File: src/rtl/serial_adder_ctrl_pkg.sv
// Shared definitions for the bit-serial adder controller:
// FSM state encoding and legal operand-width limits.
package serial_adder_ctrl_pkg;

  typedef enum logic [1:0] {
    ST_IDLE = 2'd0,
    ST_RUN  = 2'd1,
    ST_DONE = 2'd2
  } state_e;

  localparam int unsigned WIDTH_MIN = 1;
  localparam int unsigned WIDTH_MAX = 64;

endpackage

File: src/rtl/full_adder.sv
// Single-bit full adder cell shared by the serial adder controller.
module full_adder (
  input  logic augend,
  input  logic addend,
  input  logic carry_in,
  output logic sum,
  output logic carry_out
);

  assign sum       = augend ^ addend ^ carry_in;
  assign carry_out = (augend & addend) | (carry_in & (augend ^ addend));

endmodule

File: src/rtl/serial_adder_ctrl.sv
// Bit-serial adder: one shared full_adder cell adds two WIDTH-bit operands LSB first,
// one bit per clock, between valid/ready operand and result interfaces.
module serial_adder_ctrl
  import serial_adder_ctrl_pkg::*;
#(
  parameter int unsigned WIDTH = 8
) (
  input  logic             clk,
  input  logic             rst,
  input  logic             in_valid,
  output logic             in_ready,
  input  logic [WIDTH-1:0] augend,
  input  logic [WIDTH-1:0] addend,
  input  logic             carry_in,
  output logic             out_valid,
  input  logic             out_ready,
  output logic [WIDTH-1:0] sum,
  output logic             carry_out,
  output logic             busy
);

  // A 1-bit counter is still needed when WIDTH is 1 ($clog2(1) is 0).
  localparam int unsigned CntW = (WIDTH > 1) ? $clog2(WIDTH) : 1;
  localparam logic [CntW-1:0] CntLast = CntW'(WIDTH - 1);

  state_e            state_q, state_d;
  logic [WIDTH-1:0]  a_q, a_d;
  logic [WIDTH-1:0]  b_q, b_d;
  logic [WIDTH-1:0]  sum_q, sum_d;
  logic              carry_q, carry_d;
  logic [CntW-1:0]   cnt_q, cnt_d;
  logic              fa_sum;
  logic              fa_carry;

  full_adder u_full_adder (
    .augend    (a_q[0]),
    .addend    (b_q[0]),
    .carry_in  (carry_q),
    .sum       (fa_sum),
    .carry_out (fa_carry)
  );

  always_comb begin
    state_d = state_q;
    a_d     = a_q;
    b_d     = b_q;
    sum_d   = sum_q;
    carry_d = carry_q;
    cnt_d   = cnt_q;
    unique case (state_q)
      ST_IDLE: begin
        if (in_valid) begin
          a_d     = augend;
          b_d     = addend;
          carry_d = carry_in;
          sum_d   = '0;
          cnt_d   = '0;
          state_d = ST_RUN;
        end
      end
      ST_RUN: begin
        // New sum bit enters at the MSB so the LSB-first stream lands in place.
        a_d               = a_q >> 1;
        b_d               = b_q >> 1;
        sum_d             = sum_q >> 1;
        sum_d[WIDTH-1]    = fa_sum;
        carry_d           = fa_carry;
        cnt_d             = cnt_q + CntW'(1);
        if (cnt_q == CntLast) begin
          state_d = ST_DONE;
        end
      end
      ST_DONE: begin
        if (out_ready) begin
          state_d = ST_IDLE;
        end
      end
      default: state_d = ST_IDLE;
    endcase
  end

  always_ff @(posedge clk) begin
    if (rst) begin
      state_q <= ST_IDLE;
      a_q     <= '0;
      b_q     <= '0;
      sum_q   <= '0;
      carry_q <= 1'b0;
      cnt_q   <= '0;
    end else begin
      state_q <= state_d;
      a_q     <= a_d;
      b_q     <= b_d;
      sum_q   <= sum_d;
      carry_q <= carry_d;
      cnt_q   <= cnt_d;
    end
  end

  assign in_ready  = (state_q == ST_IDLE);
  assign out_valid = (state_q == ST_DONE);
  assign busy      = (state_q == ST_RUN) || (state_q == ST_DONE);
  assign sum       = sum_q;
  assign carry_out = carry_q;

endmodule

File: config.mk
export PLATFORM = sky130hd
export DESIGN_NAME = serial_adder_ctrl
export DESIGN_NICKNAME = d
export VERILOG_FILES = /design/src/rtl/serial_adder_ctrl_pkg.sv /design/src/rtl/full_adder.sv /design/src/rtl/serial_adder_ctrl.sv
export SDC_FILE = /design/constraint.sdc
export NUM_CORES = 1
export LEC_CHECK = 0
export BUFFER_PORTS_ARGS = -buffer_cell sky130_fd_sc_hd__buf_2
export CAP_MARGIN = 15
export CORE_MARGIN = 8
export CORE_UTILIZATION = 40
export CTS_CLUSTER_DIAMETER = 80
export DETAILED_ROUTE_END_ITERATION = 10
export PLACE_DENSITY_LB_ADDON = 0.08
export SYNTH_ARGS = -nofsm -noshare
export SYNTH_HDL_FRONTEND = slang
export SYNTH_SLANG_ARGS = --single-unit
File: constraint.sdc
create_clock -name clk -period 2.1 [get_ports clk]
set_input_delay 0.42 -clock clk [delete_from_list [all_inputs] [get_ports clk]]
set_output_delay 0.42 -clock clk [all_outputs]
set_load 0.02 [all_outputs]
==> flow_metrics.py, run 1 <==
metrics = {
    "critical_path": {
        "critPathRequiredTime_ns": 1.68,
        "r2r-start": "state_q[1]",
        "r2r_cells": 5,
        "worstPathMaxFanout": 14,
        "startpoint_type": "register",
        "arrival_ns": 1.43,
        "r2r_end": "a_q[7]",
        "crit_path_end_kind": "output port",
        "rrSetupSlack_ns": 0.29,
        "path_class": "reg -> out",
    },
    "routing": {
        "post_drt_wl_per_cell_um": 13.9,
        "wirelength_um": 3310,
        "dr_wl_met3_um": 193,
        "drt_iter0_markers": 52,
        "num_vias": 1213,
        "drc": 0,
        "dr.pass1.iters": 4,
        "met2WireLength_um": 1690,
        "top_layer": "met4",
        "routedLengthMet1_um": 1390,
        "ant_nets": 0,
        "viasPerCell": 5.10,
    },
    "logic_synthesis": {
        "netlist_instances": 157,
        "synth_compound_area_frac": 0.210,
        "yosys_warnings": 0,
        "ys_seq_area_frac": 0.375,
        "synth_top_cell_area_share": 0.375,
        "synth-simple-area-share": 0.112,
        "ys_types": 27,
        "synthAdderAreaFrac": 0.0594,
        "yosysTopAreaCell": "dfxtp_1",
        "synth.avg_cell_area_sq_um": 10.2,
        "synth_area_sq_um": 1600,
        "synthMuxAreaShare": 0.159,
        "synthTopCellsByArea": "dfxtp_1 (38%), mux2i_1 (15%), a211oi_2 (7.8%)",
        "ys_seq_elements": 30,
        "yosys.area_share.xor_xnor": 0,
        "synth_top_family_by_area": "compound AO/OA/AOI/OAI gates",
        "synth_fp_nets": 185,
    },
    "layout": {
        "nFillCells": 404,
        "num_antenna_cells": 0,
        "nets": 215,
        "drive_gt1_frac": 0.335,
        "syn_to_final_growth_pct": 15.9,
    },
    "floorplan": {
        "die_area_sq_um": 6280,
        "die_h_um": 79.3,
        "core.rowCount": 23,
        "start_util": 0.409,
        "num_io_pins": 33,
        "coreArea_sq_um": 3910,
        "die_width_um": 79.3,
    },
    "place": {
        "dp_hpwl_um": 2430,
        "gp_routability_congestion": 0.665,
        "numPortBuffers": 32,
    },
    "sta": {
        "drv_slew": 0,
        "period_needed_ns": 1.85,
        "hold_violations": 0,
        "finalCritPeriodShare": 0.881,
        "setup_violations": 0,
        "timing.hold.ws_ns": 0.383,
        "slew_headroom": 0.620,
        "fmax_mhz": 540,
        "finalSetupTns_ns": 0,
        "rsz0062_at_grt": "no",
        "tightest_slew_ns": 0.554,
        "finalClockSkew_ns": 0.00566,
    },
    "grt": {
        "grt_pass1_wl_um": 5680,
        "grt_usage": 0.114,
        "grt_max_degree": 30,
        "grt_pass1_vias": 1259,
        "grt_overflow": 0,
        "antenna_found_initial": 0,
    },
    "clock_network": {
        "postCtsHoldBufs": 0,
        "cts_max_level": 2,
        "cts_sinks": 30,
        "cts_resized": 0,
        "post_cts_buffers": 0,
        "numCtsBuffers": 5,
        "cts_buffer_depth": 2,
        "cts-root-buf": "clkbuf_8",
        "insertion_delay_ns": 0.28,
        "clkSlewWorstSetupHoldPaths_ns": 0.06,
        "cts_tree": "yes",
    },
    "power_and_ir_drop": {
        "peakVddDrop_mv": 0.590,
        "power_density_nw_per_um2": 1200,
        "leakage_nw": 0.746,
    },
    "flow_run": {
        "cap_violations": 0,
    },
    "worst_hold_path": {
        "hold_class": "in -> reg",
        "hold_end": "b_q[7]",
        "holdPathStages": 3,
        "min_from": "addend[7]",
    },
    "status": {
        "status": "complete, no violations",
    },
}
==> worst max path at each step <==
stage / startpoint / endpoint / slack (ns) / cells past startpoint
floorplan: state_q[0] / a_q[0] / 0.52 / 6
global placement: state_q[1] / carry_out / 0.42 / 5
detailed placement: state_q[1] / a_q[7] / 0.31 / 5
CTS: state_q[1] / in_ready / 0.22 / 3
global route: state_q[1] / a_q[7] / 0.02 / 5
finish: state_q[1] / in_ready / 0.25 / 3
==> metrics by stage <==
step	setup WS [ns]	instances	power, W	instance area [sq um]	utilization
floorplan	0.522	157	0.00165	1600	-
global placement	0.422	230	0.00176	1770	0.451
detailed placement	0.306	230	0.00180	1770	0.451
CTS	0.222	238	0.00228	1860	0.474
global route	0.0232	238	0.00242	1860	0.474
finish	0.249	238	0.00224	1860	0.474
==> cells in the mapped netlist <==
library cell	number
a211oi_2	10
nand3b_1	1
buf_1	1
clkbuf_4	1
dfxtp_1	30
or2_2	7
a211oi_1	4
mux2i_1	24
nand2_1	3
nor2b_1	1
buf_8	1
buf_2	2
buf_6	4
mux2_4	1
buf_4	2
a21oi_1	9
a221oi_4	1
a32oi_1	10
ha_1	6
nor2_1	19
inv_1	8
and3b_1	1
clkbuf_1	2
nand2b_1	5
fa_1	1
o211ai_1	1
a22oi_1	2
==> layout by cell type, fill, tap and decap left out, drive strengths merged <==
cell type and count:
a32oi 10, nand3b 1, or2 7, a221oi 1
inv 8, a22oi 2, nand2b 5, mux2i 24
and3b 1, nand2 3, nor2b 1, a211oi 14
buf 36, dfxtp 30, ha 6, a21oi 9
nor2 19, mux2 1, clkbuf 7, o211ai 1
fa 1, clkinv 1
==> cell type report <==
class	count	area, sq um	area share
clock inverters	1	5.00	0.00270
inverters	8	30.0	0.0162
multi-input cells	106	870	0.468
clock buffers	7	86.3	0.0465
flip-flops and latches	30	601	0.323
well taps	50	62.6	0.0337
repair buffers	36	203	0.109
==> sequential cells by signal (all words and copies together) (netlist names) <==
signal     count
a_q            8
b_q            8
sum            8
cnt_q          3
state_q        2
carry_out      1
==> critical path, stage by stage (launching register included) <==
cell     delay (ns)
dfxtp_1        0.33
inv_1          0.10
ha_1           0.46
buf_2          0.26
==> logic make-up (layout without fill, tap and decap cells) <==
kind of cell,Yosys count,count (layout)
and+or+nand+nor,37,37
DFF,30,30
muxes,25,25
AOI/OAI and AO/OA,37,37
adders and majority gates,7,7
buffers and inverters,21,52
==> routing by layer <==
layer  global-route usage  vias to the layer above
met3               0.0519                        4
li1                     -                      621
met4               0.0389                        0
met1                0.113                      564
met2                0.203                       24
met5                    0                        -
==> report_power, final <==
part / total, W / internal (W) / switching, W / leakage (nW)
combinational: 0.000978 / 0.000414 / 0.000564 / 0.452
sequential: 0.000790 / 0.000711 / 0.0000791 / 0.246
clock: 0.000469 / 0.000264 / 0.000205 / 0.0482
Power figures use the tool's default switching activity.
==> run 2: changes to the inputs <==
--- a/config.mk
+++ b/config.mk
@@ -5,6 +5,7 @@
 export SDC_FILE = /design/constraint.sdc
 export NUM_CORES = 1
 export LEC_CHECK = 0
+export ABC_AREA = 1
 export BUFFER_PORTS_ARGS = -buffer_cell sky130_fd_sc_hd__buf_2
 export CAP_MARGIN = 15
 export CORE_MARGIN = 8
==> run 2 against run 1 <==
Sequential cell count is the same. Synthesized area shrank 6.8%. Setup slack gained 0.10 ns. Largest power group unchanged.
==> flow_metrics.py, run 2 <==
metrics = {
    "status": {
        "status": "complete, no violations",
    },
    "critical_path": {
        "cp-endpoint": "b_q[7]",
        "worstPathMaxFanout": 31,
        "path_class": "reg -> reg",
        "rrSetupSlack_ns": 0.35,
        "slowest_delay_ns": 0.49,
        "slowest_stage": "o21ai_2",
        "critPathRequiredTime_ns": 2.27,
        "r2r_cells": 7,
        "r2r-start": "state_q[0]",
        "startpoint_type": "register",
        "crit_path_start": "state_q[0]",
        "arrival_ns": 1.92,
        "worstPathCellList": "inv_1 -> ha_1 -> o21ai_2 -> buf_12 -> inv_1 -> nor2_1 -> nor2_1",
        "r2r_end": "b_q[7]",
        "crit_path_end_kind": "register",
    },
    "sta": {
        "finalSetupTns_ns": 0,
        "drv_slew": 0,
        "finalClockSkew_ns": 0.00270,
        "fmax_mhz": 572,
        "finalCritPeriodShare": 0.833,
        "period_needed_ns": 1.75,
        "tightest_slew_ns": 0.556,
        "hold_violations": 0,
        "rsz0062_at_grt": "no",
        "timing.hold.ws_ns": 0.421,
        "slew_headroom": 0.629,
        "setup_violations": 0,
    },
    "logic_synthesis": {
        "netlist_instances": 220,
        "ys_seq_elements": 30,
        "ys_types": 18,
        "ys_seq_area_frac": 0.402,
        "yosysTopAreaCell": "dfxtp_1",
        "synthArstFlopShare": 0,
        "synth_edf_count": 0,
        "synthTopCellsByArea": "dfxtp_1 (40%), nand2_1 (20%), nor2_1 (10%)",
        "synth.avg_cell_area_sq_um": 6.78,
        "yosys_warnings": 0,
        "ys_top_cells_by_count": "nand2_1 (78), nor2_1 (40), dfxtp_1 (30)",
        "synth.most_common_cell": "nand2_1",
        "synth_fp_nets": 248,
        "ys.flop_type": "dfxtp_1",
        "synth_area_sq_um": 1490,
        "synth_top_cell_area_share": 0.402,
    },
    "clock_network": {
        "cts_sinks": 30,
        "insertion_delay_ns": 0.28,
        "cts-root-buf": "clkbuf_8",
        "clkSlewWorstSetupHoldPaths_ns": 0.06,
        "post_cts_buffers": 0,
        "cts_buffer_depth": 2,
        "numCtsBuffers": 5,
        "postCtsHoldBufs": 0,
        "cts_max_level": 2,
        "cts_tree": "yes",
        "cts_resized": 0,
    },
    "routing": {
        "post_drt_wl_per_cell_um": 10.0,
        "ant_nets": 0,
        "dr.pass1.iters": 4,
        "wirelength_um": 3020,
        "drc": 0,
        "num_vias": 1303,
        "drt_iter0_markers": 77,
        "viasPerCell": 4.31,
    },
    "power_and_ir_drop": {
        "power_density_nw_per_um2": 1500,
        "peakVddDrop_mv": 0.713,
        "leakage_nw": 0.895,
    },
    "place": {
        "post-place-cells": 294,
        "gp_routability_congestion": 0.692,
        "dp_hpwl_um": 2150,
        "numPortBuffers": 32,
    },
    "layout": {
        "nFillCells": 412,
        "num_antenna_cells": 0,
        "layout_common_cells": "nand2_1 (78), nor2_1 (40), buf_2 (32)",
        "mostFrequentLayoutCell": "nand2_1",
        "syn_to_final_growth_pct": 19.9,
        "fin_cells": 302,
        "drive_gt1_frac": 0.224,
        "nets": 281,
    },
    "flow_run": {
        "cap_violations": 0,
    },
    "grt": {
        "grt_pass1_vias": 1264,
        "grt_overflow": 0,
        "grt_usage": 0.112,
        "grt_pass1_wl_um": 5580,
        "grt_max_degree": 32,
        "antenna_found_initial": 0,
    },
    "floorplan": {
        "die_h_um": 77.1,
        "coreArea_sq_um": 3630,
        "die_width_um": 77.1,
        "num_io_pins": 33,
        "die_area_sq_um": 5940,
        "start_util": 0.411,
        "core.rowCount": 22,
    },
    "worst_hold_path": {
        "hold_class": "in -> reg",
    },
}
run 2: layout make-up:
class,instances,area (sq um),share of cell area
Clock buffer,7,86.3,0.0483
Timing Repair Buffer,37,210,0.117
Multi-Input combinational cell,154,733,0.410
Tap cell,48,60.1,0.0336
Sequential cell,30,601,0.336
Clock inverter,1,5.00,0.00280
Inverter,25,93.8,0.0524
run 2: worst min-delay path by stage:
stage                          from      to  slack (ns)  depth (start not counted)
final                     augend[7]  a_q[7]        0.42                          3
after global routing      augend[7]  a_q[7]        0.43                          3
after CTS                 augend[7]  a_q[7]        0.42                          3
after detailed placement     b_q[7]  b_q[7]        0.46                          2
after global placement       a_q[7]  a_q[7]        0.46                          2
after floorplan              a_q[7]  a_q[7]        0.44                          2
run 2: logic make-up (layout without fill, tap and decap cells):
| kind of cell | Yosys count | count (layout) | share of synthesized area |
|---|---|---|---|
| AO/OA/AOI/OAI | 28 | 28 | 0.127 |
| adder cells (fa/ha/maj) | 7 | 7 | 0.0637 |
| buffers and inverters | 36 | 70 | 0.106 |
| flip-flops | 30 | 30 | 0.402 |
| AND/OR/NAND/NOR | 119 | 119 | 0.300 |
run 2: metrics by stage:
step           area, sq um  utilization  worst slack [ns]  power [W]
6_report              1790        0.492             0.351    0.00268
5_1_grt               1790        0.492             0.118    0.00300
4_1_cts               1790        0.492             0.330    0.00273
3_5_place_dp          1700        0.467             0.347    0.00223
3_3_place_gp          1700        0.467             0.346    0.00222
2_1_floorplan         1490            -             0.608    0.00195
run 2: metal layers:
| metal | wire, um | track usage | up-vias |
|---|---|---|---|
| met5 | 0 | 0 | - |
| met4 | 51 | 0.0566 | 0 |
| met3 | 119 | 0.0373 | 5 |
| met2 | 1290 | 0.172 | 23 |
| met1 | 1560 | 0.136 | 551 |
| li1 | - | - | 724 |
run 2: worst max-delay path, delay by kind of cell, from the launching register on:
family / cells / cell delay (ns)
adders and majority gates: 1 / 0.26
DFF: 1 / 0.36
buffers and inverters: 3 / 0.40
and+or+nand+nor: 2 / 0.12
AOI/OAI and AO/OA: 1 / 0.49
run 2: power by group:
| part | switching (W) | internal (W) | leakage, nW | total [W] |
|---|---|---|---|---|
| Clock | 0.000211 | 0.000264 | 0.0482 | 0.000475 |
| Sequential | 0.0000651 | 0.000769 | 0.247 | 0.000834 |
| Combinational | 0.000886 | 0.000483 | 0.600 | 0.00137 |
| Total | 0.00116 | 0.00152 | 0.895 | 0.00268 |
==> run 3: changes to the inputs <==
==> constraint.sdc (replaced) <==
create_clock -name clk -period 1.6 [get_ports clk]
set_input_delay 0.32 -clock clk [delete_from_list [all_inputs] [get_ports clk]]
set_output_delay 0.32 -clock clk [all_outputs]
set_load 0.02 [all_outputs]
==> run 3 against run 2 <==
Routed wire length is 0.83% higher. Setup slack worse by 0.28 ns. Combinational power up 36%. Critical path type is now reg -> out. Power increased by 39%. Largest power group unchanged. Largest cell class unchanged. Highest routed layer unchanged. Clock power up 59%.
==> flow_metrics.py, run 3 (same netlist as run 2, synthesis figures left out) <==
metrics = {
    "power_and_ir_drop": {
        "peakVddDrop_mv": 1.07,
        "leakage_nw": 0.914,
        "power_density_nw_per_um2": 2030,
    },
    "worst_hold_path": {
        "hold_class": "in -> reg",
    },
    "grt": {
        "antenna_found_initial": 0,
        "grt_max_degree": 30,
        "grt_pass1_vias": 1252,
        "grt_pass1_wl_um": 5250,
        "grt_overflow": 0,
        "grt_usage": 0.106,
    },
    "critical_path": {
        "path_class": "reg -> out",
        "r2r-start": "state_q[0]",
        "slowest_stage": "dfxtp_1",
        "worstPathMaxFanout": 3,
        "critPathRequiredTime_ns": 1.28,
        "startpoint_type": "register",
        "cp-endpoint": "busy",
        "r2r_cells": 8,
        "crit_path_start": "state_q[0]",
        "worstPathCellList": "inv_1 -> ha_2 -> buf_2",
        "crit_path_end_kind": "output port",
        "arrival_ns": 1.21,
        "r2r_end": "a_q[6]",
        "slowest_delay_ns": 0.36,
        "rrSetupSlack_ns": 0.16,
    },
    "routing": {
        "wirelength_um": 3050,
        "drt_iter0_markers": 112,
        "ant_nets": 0,
        "num_vias": 1327,
        "post_drt_wl_per_cell_um": 10.1,
        "drc": 0,
        "dr.pass1.iters": 4,
        "viasPerCell": 4.38,
    },
    "layout": {
        "mostFrequentLayoutCell": "nand2_1",
        "num_antenna_cells": 0,
        "layout_common_cells": "nand2_1 (78), nor2_1 (40), buf_2 (32)",
        "nets": 282,
        "drive_gt1_frac": 0.235,
        "fin_util": 0.503,
        "syn_to_final_growth_pct": 22.5,
        "nFillCells": 407,
    },
    "sta": {
        "setup_violations": 0,
        "period_needed_ns": 1.53,
        "slew_headroom": 0.838,
        "timing.final.ws_setup_ns": 0.0746,
        "finalClockSkew_ns": 0.00486,
        "tightest_slew_ns": 0.243,
        "fmax_mhz": 656,
        "drv_slew": 0,
        "finalCritPeriodShare": 0.953,
        "finalSetupTns_ns": 0,
        "hold_violations": 0,
        "timing.hold.ws_ns": 0.321,
    },
    "status": {
        "status": "complete, no violations",
    },
    "flow_run": {
        "cap_violations": 0,
    },
    "place": {
        "dp_hpwl_um": 2100,
        "gp_routability_congestion": 0.711,
        "numPortBuffers": 32,
        "dp_slack_ns": 0.122,
    },
    "clock_network": {
        "post_cts_buffers": 0,
        "clkSlewWorstSetupHoldPaths_ns": 0.07,
        "cts_buffer_depth": 2,
        "postCtsHoldBufs": 0,
        "insertion_delay_ns": 0.28,
        "cts-root-buf": "clkbuf_8",
        "cts_tree": "yes",
        "cts_sinks": 30,
        "numCtsBuffers": 5,
        "cts_max_level": 2,
    },
    "floorplan": {
        "core.rowCount": 22,
        "die_width_um": 77.1,
        "die_area_sq_um": 5940,
        "start_util": 0.411,
        "coreArea_sq_um": 3630,
        "num_io_pins": 33,
        "die_h_um": 77.1,
    },
}
run 3: cell count changes in the layout (fill, tap and decap cells not counted):
cell	previous run	this run
clkbuf_8	6	5
ha_2	0	1
buf_12	1	2
ha_1	6	5
clkinv_2	1	2
clkbuf_1	1	0
bufinv_16	0	1
run 3: cell type report:
class                   count  area (sq um)  area share
well taps                  48          60.1      0.0328
clock inverters             3          40.0      0.0219
clock buffers               5          68.8      0.0376
multi-input cells         154           736       0.402
inverters                  25          93.8      0.0513
repair buffers             38           230       0.126
flip-flops and latches     30           601       0.328
run 3: power breakdown:
| part | total, W | switching, W | internal [W] |
|---|---|---|---|
| sequential | 0.00110 | 0.0000867 | 0.00101 |
| combinational | 0.00187 | 0.00118 | 0.000694 |
| clock | 0.000753 | 0.000296 | 0.000458 |
run 3: worst max-delay path: cells and delay by family, from the launching register on:
family	cells	cell delay, ns
flip-flops	1	0.36
adder cells (fa/ha/maj)	1	0.31
buffers and inverters	2	0.24
run 3: layer usage:
metal	GRT usage	wire length [um]
met3	0.0408	182
met2	0.161	1320
met5	0	0
met4	0.0566	53
met1	0.125	1490
run 3: how the worst min path moves through the flow:
stage	to	slack (ns)	depth (start not counted)	from
finish	a_q[7]	0.32	3	augend[7]
global route	b_q[7]	0.34	3	addend[7]
CTS	a_q[7]	0.32	3	augend[7]
detailed placement	a_q[7]	0.47	2	a_q[7]
global placement	b_q[7]	0.45	2	b_q[7]
floorplan	a_q[7]	0.44	2	a_q[7]
run 3: per-stage QoR:
step           instances  instance area (sq um)  total power [W]
3_3_place_gp         295                   1720          0.00298
5_1_grt              303                   1830          0.00412
6_report             303                   1830          0.00372
3_5_place_dp         295                   1720          0.00298
2_1_floorplan        220                   1490          0.00256
4_1_cts              303                   1830          0.00375
run 3: repair_timing:
action | CTS | global route
endpoints found under the setup margin | 0 | 11
hold endpoints to repair | 0 | 0
resized for setup | 0 | 1
